### config.mk
export PLATFORM = sky130hd
export DESIGN_NAME = counter_timer_ctrl_flat
export DESIGN_NICKNAME = d
export VERILOG_FILES = /design/src/rtl/counter_timer_ctrl_if.sv /design/src/rtl/counter_timer_ctrl.sv /design/src/flat_wrapper.sv
export SDC_FILE = /design/constraint.sdc
export NUM_CORES = 1
export LEC_CHECK = 0
export CAP_MARGIN = 10
export CORE_MARGIN = 2
export CORE_UTILIZATION = 45
export DETAILED_ROUTE_END_ITERATION = 8
export PLACE_DENSITY = 0.73
export SYNTH_ARGS = -nofsm -noshare
export SYNTH_HDL_FRONTEND = slang
export SYNTH_SLANG_ARGS = --single-unit
### constraint.sdc
create_clock -name clk -period 2.6 [get_ports clk]
set_input_delay 0.39 -clock clk [delete_from_list [all_inputs] [get_ports clk]]
set_output_delay 0.39 -clock clk [all_outputs]
set_load 0.1 [all_outputs]
### src/rtl/counter_timer_ctrl_if.sv
// Handshake bundle between the config side, the counter datapath and counter_timer_ctrl.
// The controller sits on the slave modport; the driving environment uses master.
interface counter_timer_ctrl_if #(
   parameter int unsigned WIDTH       = 4,
   parameter int unsigned PRESC_WIDTH = 8
);
   logic                   start_i;
   logic                   stop_i;
   logic                   periodic_i;
   logic [WIDTH-1:0]       reload_i;
   logic [PRESC_WIDTH-1:0] presc_i;
   logic                   cnt_overflow_i;
   logic                   cnt_load_o;
   logic [WIDTH-1:0]       cnt_val_o;
   logic                   cnt_en_o;
   logic                   busy_o;
   logic                   done_o;

   modport master (
      output start_i, stop_i, periodic_i, reload_i, presc_i, cnt_overflow_i,
      input  cnt_load_o, cnt_val_o, cnt_en_o, busy_o, done_o
   );

   modport slave (
      input  start_i, stop_i, periodic_i, reload_i, presc_i, cnt_overflow_i,
      output cnt_load_o, cnt_val_o, cnt_en_o, busy_o, done_o
   );
endinterface

### src/rtl/counter_timer_ctrl.sv
// Sequencer for one counter: loads the reload value, paces increments with a prescaler,
// and turns the counter's sticky overflow into a one-cycle done pulse (one-shot or periodic).
module counter_timer_ctrl #(
   parameter int unsigned WIDTH       = 4,
   parameter int unsigned PRESC_WIDTH = 8
) (
   input logic                clk,
   input logic                rst,
   counter_timer_ctrl_if.slave bus
);

   localparam logic [1:0] StIdle = 2'd0;
   localparam logic [1:0] StLoad = 2'd1;
   localparam logic [1:0] StRun  = 2'd2;
   localparam logic [1:0] StDone = 2'd3;

   logic [1:0]             state_q, state_d;
   logic [WIDTH-1:0]       reload_q, reload_d;
   logic [PRESC_WIDTH-1:0] presc_q, presc_d;
   logic                   periodic_q, periodic_d;
   logic [PRESC_WIDTH-1:0] psc_q, psc_d;
   logic                   tick;

   assign tick = (psc_q == presc_q);

   always_comb begin
      state_d    = state_q;
      reload_d   = reload_q;
      presc_d    = presc_q;
      periodic_d = periodic_q;
      psc_d      = psc_q;
      case (state_q)
         StIdle: begin
            if (bus.start_i && !bus.stop_i) begin
               reload_d   = bus.reload_i;
               presc_d    = bus.presc_i;
               periodic_d = bus.periodic_i;
               state_d    = StLoad;
            end
         end
         StLoad: begin
            psc_d   = '0;
            state_d = StRun;
         end
         StRun: begin
            psc_d = tick ? '0 : psc_q + PRESC_WIDTH'(1);
            if (bus.cnt_overflow_i) begin
               state_d = StDone;
            end
         end
         StDone: begin
            state_d = periodic_q ? StLoad : StIdle;
         end
         default: begin
            state_d = StIdle;
         end
      endcase
      // Abort wins over everything, including a same-cycle start.
      if (bus.stop_i) begin
         state_d = StIdle;
      end
   end

   always_ff @(posedge clk) begin
      if (rst) begin
         state_q    <= StIdle;
         reload_q   <= '0;
         presc_q    <= '0;
         periodic_q <= 1'b0;
         psc_q      <= '0;
      end else begin
         state_q    <= state_d;
         reload_q   <= reload_d;
         presc_q    <= presc_d;
         periodic_q <= periodic_d;
         psc_q      <= psc_d;
      end
   end

   assign bus.cnt_val_o  = reload_q;
   assign bus.cnt_load_o = (state_q == StLoad);
   assign bus.busy_o     = (state_q != StIdle);
   assign bus.done_o     = (state_q == StDone);
   // Gated by overflow so the counter can never step past its wrap point.
   assign bus.cnt_en_o   = (state_q == StRun) && tick && !bus.cnt_overflow_i;

endmodule

### src/flat_wrapper.sv
// flat-port wrapper written by rule: the top's interface ports become plain ports
module counter_timer_ctrl_flat 
#(
   parameter int unsigned WIDTH       = 4,
   parameter int unsigned PRESC_WIDTH = 8
)
  (clk, rst, bus_start_i, bus_stop_i, bus_periodic_i, bus_reload_i, bus_presc_i, bus_cnt_overflow_i, bus_cnt_load_o, bus_cnt_val_o, bus_cnt_en_o, bus_busy_o, bus_done_o);
  counter_timer_ctrl_if #(.WIDTH(WIDTH), .PRESC_WIDTH(PRESC_WIDTH)) bus_i ();
  input logic clk;
  input logic rst;
  input wire logic [$bits(bus_i.start_i)-1:0] bus_start_i;
  input wire logic [$bits(bus_i.stop_i)-1:0] bus_stop_i;
  input wire logic [$bits(bus_i.periodic_i)-1:0] bus_periodic_i;
  input wire logic [$bits(bus_i.reload_i)-1:0] bus_reload_i;
  input wire logic [$bits(bus_i.presc_i)-1:0] bus_presc_i;
  input wire logic [$bits(bus_i.cnt_overflow_i)-1:0] bus_cnt_overflow_i;
  output wire logic [$bits(bus_i.cnt_load_o)-1:0] bus_cnt_load_o;
  output wire logic [$bits(bus_i.cnt_val_o)-1:0] bus_cnt_val_o;
  output wire logic [$bits(bus_i.cnt_en_o)-1:0] bus_cnt_en_o;
  output wire logic [$bits(bus_i.busy_o)-1:0] bus_busy_o;
  output wire logic [$bits(bus_i.done_o)-1:0] bus_done_o;
  assign bus_i.start_i = bus_start_i;
  assign bus_i.stop_i = bus_stop_i;
  assign bus_i.periodic_i = bus_periodic_i;
  assign bus_i.reload_i = bus_reload_i;
  assign bus_i.presc_i = bus_presc_i;
  assign bus_i.cnt_overflow_i = bus_cnt_overflow_i;
  assign bus_cnt_load_o = bus_i.cnt_load_o;
  assign bus_cnt_val_o = bus_i.cnt_val_o;
  assign bus_cnt_en_o = bus_i.cnt_en_o;
  assign bus_busy_o = bus_i.busy_o;
  assign bus_done_o = bus_i.done_o;
  counter_timer_ctrl #(.WIDTH(WIDTH), .PRESC_WIDTH(PRESC_WIDTH)) u_core (.clk(clk), .rst(rst), .bus(bus_i));
endmodule
; ---- Yosys cells after proc, flatten, opt, wreduce, memory -nomap -nowiden
; Cells that the tools add are included.
[op_classes]
n_eq_ne = 6
add_sub_neg = 1
n_mux = 6
reduce_logical = 11
[op_table]
columns = op, count
row1 = one-hot mux 8 bit (2 select lines), 1
row2 = "adder 8 x 1 -> 8 bit, second input constant", 1
row3 = equality test 8 bit, 1
row4 = two-way mux 8 bit, 1
row5 = one-hot mux 2 bit (4 select lines), 1
row6 = "equality test 2 bit, second input constant", 2
row7 = two-way mux 2 bit, 2
row8 = AND reduction 2 bit, 2
row9 = nonzero test 2 bit, 2
row10 = logical AND 1 bit, 3
row11 = "equality test 2 x 1 -> 1 bit, second input constant", 1
row12 = zero test 1 bit, 2
row13 = zero test 2 bit, 1
row14 = "!= test 2 x 1 -> 1 bit, second input constant", 1
row15 = "!= test 2 bit, second input constant", 1
row16 = OR reduction 2 bit, 1
row17 = two-way mux 1 bit, 1
[word_totals]
word_cells = 29
out_inout_bits = 8
reg_bits = 23
inputBits = 18

; ---- Depth between registers and ports, before layout
[logic_depth]
ltp_word = 4
ltp_mapped = 7

; ---- Least setup slack after synthesis
; OpenSTA, ideal clock, no wires.
[synth_timing]
path_type = reg-to-output
start = reg u_core.psc_q[3]
end = out bus_cnt_en_o
path_buffers = 2
stages_incl_launch_ff = 6
t_arrival_ps = 3054
path_slack_ps = -844
cell_sequence = dfxtp_1 -> buf_2 -> xnor2_1 -> nand4_2 -> buf_6 -> nor3b_1
[synth_between]
elab_chain_len = 3
[synth_rtl]
columns = item, line_no
row1 = "start, declared", counter_timer_ctrl.sv:21  ; logic [PRESC_WIDTH-1:0] psc_q, psc_d;
row2 = "start signal, assigned", counter_timer_ctrl.sv:76  ; psc_q <= psc_d;
row3 = equality test 8 bit, counter_timer_ctrl.sv:24  ; assign tick = (psc_q == presc_q);
row4 = logical AND 1 bit (2 in series), counter_timer_ctrl.sv:85  ; assign bus.cnt_en_o = (state_q == StRun) && tick && !bus.cnt_overflow_i;
row5 = "end, declared", flat_wrapper.sv:19  ; output wire logic [$bits(bus_i.cnt_en_o)-1:0] bus_cnt_en_o;
; No other way between the ends.

; ---- Worst setup path in the final report
[layout_timing]
start = reg u_core.state_q[0]
end = out bus_cnt_en_o
[layout_between]
elab_chain_len = 3
[layout_rtl]
columns = item, line_no
row1 = "start, declared", counter_timer_ctrl.sv:17  ; logic [1:0] state_q, state_d;
row2 = "start signal, assigned", counter_timer_ctrl.sv:66  ; state_q <= StIdle;
row3 = "start signal, assigned", counter_timer_ctrl.sv:72  ; state_q <= state_d;
row4 = equality test 2 bit, counter_timer_ctrl.sv:85
row5 = logical AND 1 bit (2 in series), counter_timer_ctrl.sv:85
; No other way between the ends.

==> metrics <==
CTS sink count 23; sink of the worst hold path u_core.bus.cnt_val_o[3]; H-tree Lvls 1; area grow syn2layout 18.7%; Yosys warning total 0; CP Capture Type primary output; Syn Nets 180; Vert. Die Dim 58.2 um; final net count 201; min-delay src u_core.bus.cnt_val_o[3]; Slew Limit Headroom 69.8%; DRC viols 0; post_cts resized 0; CORE AREA ~2800 um2; max incr delay on CP 0.44 ns; reg2reg setup slack 0.73 ns; Worst-path clk slew 0.13 ns; via count around 1200; fmax approximately 0.42 GHz; Ant. Diodes 0; sequential element share of the synthesized area 34.9%; First-pass DRT Iterations 4; Ports 26; initial antenna violation count 0; PortBufs 25; die width between 50 and 60 um; vias in the first global route 1137; CP Cell Sequence inv_1, ha_1, nor2b_1, nor3b_2, buf_12; Detailed Route WL 2760 um; Initial Utilization 47.5%; post-route minimum period about 2.4 ns; CTS Buffer Depth 2; sequential share of power approximately 54%; row cnt 19; Setup Viol. Count Final 0; most frequent cells in the layout nand2_1, dfxtp_1, clkdlybuf4s50_1, a21oi_1, buf_4; Final HPWL DP 2070 um; CTS root buf clkbuf_4; Final Hold Viols 0; Critical-path top delay cell ha_1; Hold WC Path Type reg -> reg; total CTS buffers 3; Post-CTS Hold Buffers 0; GR Util All Layers 17.7%; crit start category flip-flop; reg2reg end u_core.state_q[0]; vias per cell 5.60; syn avg cell area 8.46 um2; post-route ant nets 0; Sw Share between 30% and 40%; max-cap violations 0; RSZ-0062 raised after global routing no; Worst-Skew Late Latency 0.30 ns; final cell utilization of the core 56.3%; routed length per instance 13.3 um; Pins Over Slew Limit 0; worst-margin pin slew 0.453 ns; Critical Path Fanout Max 12; switching power between 200 and 250 uW; Post-Syn Instances 156; Die ar. roughly 3400 um2; first-pass GRT wire length 4730 um; status finished, final reports clean; CTS tree yes; Yosys cell types 38; combinational share of power about a fifth; hold path depth 2; fin area 1570 um2; Layout Skew 0.00169 ns; grt total ovfl 0; hold slack 0.464 ns; Worst R2R Path Depth 6; commonest non-fill, non-tap cell in the layout nand2_1; proportion of layout cells with a drive suffix above 1 14.2%; Top FF cell, synth dfxtp_1; Post-synth ARST share 0%; # Post-CTS Setup Buffers 0; Post-synth EDFFs 0; Final period util 90.6%; Setup TNS 0 ns; clock share of power 24.4%; DP Area 1540 um2; VDD IR max approximately 0.26 mV; RR Startpoint u_core.state_q[0]; flops & latches, synth 23; largest net degree at the start of global routing 28; CP Class reg -> out; Initial DRC Count 34; gp weighted congestion between 0.7 and 0.8; P_int 475 uW; PwrDens 437 nW/um2; Worst Path Required roughly 2.2 ns; Cell Area, Synth 1320 um2; LEAKAGE 0.000527 uW; critical path arrival about 2.0 ns
-- kinds of logic (layout without fill, tap and decap cells) --
group / count (synthesis) / count (layout) / synth area share [%]
AO/OA/AOI/OAI: 35 / 35 / 16.9
XOR/XNOR: 8 / 8 / 5.88
adder cells (fa/ha/maj): 6 / 6 / 5.69
buffers and inverters: 15 / 35 / 7.39
flip-flops: 23 / 23 / 34.9
multiplexers: 1 / 1 / 0.758
AND/OR/NAND/NOR: 68 / 68 / 28.5
-- how the worst max path moves through the flow --
stage | start | endpoint | slack [ns] | cells after the start
CTS | u_core.state_q[0] | bus_cnt_en_o | 0.23 | 5
finish | u_core.state_q[0] | bus_cnt_en_o | 0.25 | 5
global route | u_core.state_q[0] | bus_cnt_en_o | 0.07 | 5
detailed placement | u_core.state_q[0] | bus_cnt_en_o | 0.60 | 5
global placement | u_core.state_q[0] | bus_cnt_en_o | 0.68 | 5
floorplan | u_core.psc_q[3] | bus_cnt_en_o | 0.15 | 5
-- registers in the layout (all words and copies together) (netlist names) --
| register | flops |
|---|---|
| u_core.periodic_q | 1 |
| u_core.bus.cnt_val_o | 4 |
| u_core.presc_q | 8 |
| u_core.psc_q | 8 |
| u_core.state_q | 2 |
-- cell type report --
type                            instances  area (um2)
Clock buffer                            3        22.5
Clock inverter                          1        5.00
Fill cell                             258        1210
Inverter                                4        15.0
Multi-Input combinational cell        118         767
Sequential cell                        23         460
Tap cell                               31        38.8
Timing Repair Buffer                   27         258
-- critical path, delay by kind of cell (launching register included) --
| family | cells | cell delay (ns) |
|---|---|---|
| buffers and inverters | 2 | 0.36 |
| AND/OR/NAND/NOR | 2 | 0.50 |
| flip-flops | 1 | 0.37 |
| adder cells (fa/ha/maj) | 1 | 0.44 |
-- per-layer routing --
metal	track usage (%)	part of all wire, %
met1	21.0	45
met2	31.7	49
met3	2.46	3.8
met4	7.31	1.3
met5	0	0
-- synthesized netlist by cell type, types with 2 or more instances --
cell type,instances,share of area [%]
buf_2,5,1.9
a21oi_1,15,5.7
o2111ai_1,6,4.0
nand2_1,33,9.4
nor2_1,2,0.57
and3_2,2,1.1
buf_6,3,2.6
inv_1,4,1.1
xnor2_1,7,4.6
ha_1,6,5.7
dfxtp_1,23,35
a31oi_1,2,0.95
nand3_1,3,1.1
nor4b_1,2,1.3
o22ai_1,4,1.9
o21ai_1,5,1.9
or2b_1,2,1.1
nand4_2,2,1.9
nor3_1,4,1.5
nor3b_1,2,1.1
nand2b_1,7,3.3
-- stage by stage --
step | setup WS, ns | instances | power (uW)
floorplan | 0.149 | 156 | 487
global placement | 0.677 | 203 | 522
detailed placement | 0.596 | 203 | 525
CTS | 0.234 | 207 | 691
global route | 0.0746 | 207 | 716
finish | 0.245 | 207 | 684
-- power groups by stage --
stage	combinational, uW	clock (uW)	sequential [uW]
CTS	147	173	372
floorplan	87.7	0	399
finish	146	167	371
detailed placement	146	0	379
global placement	143	0	379
global route	157	185	373
No activity file was read; power rests on OpenSTA's default activity.
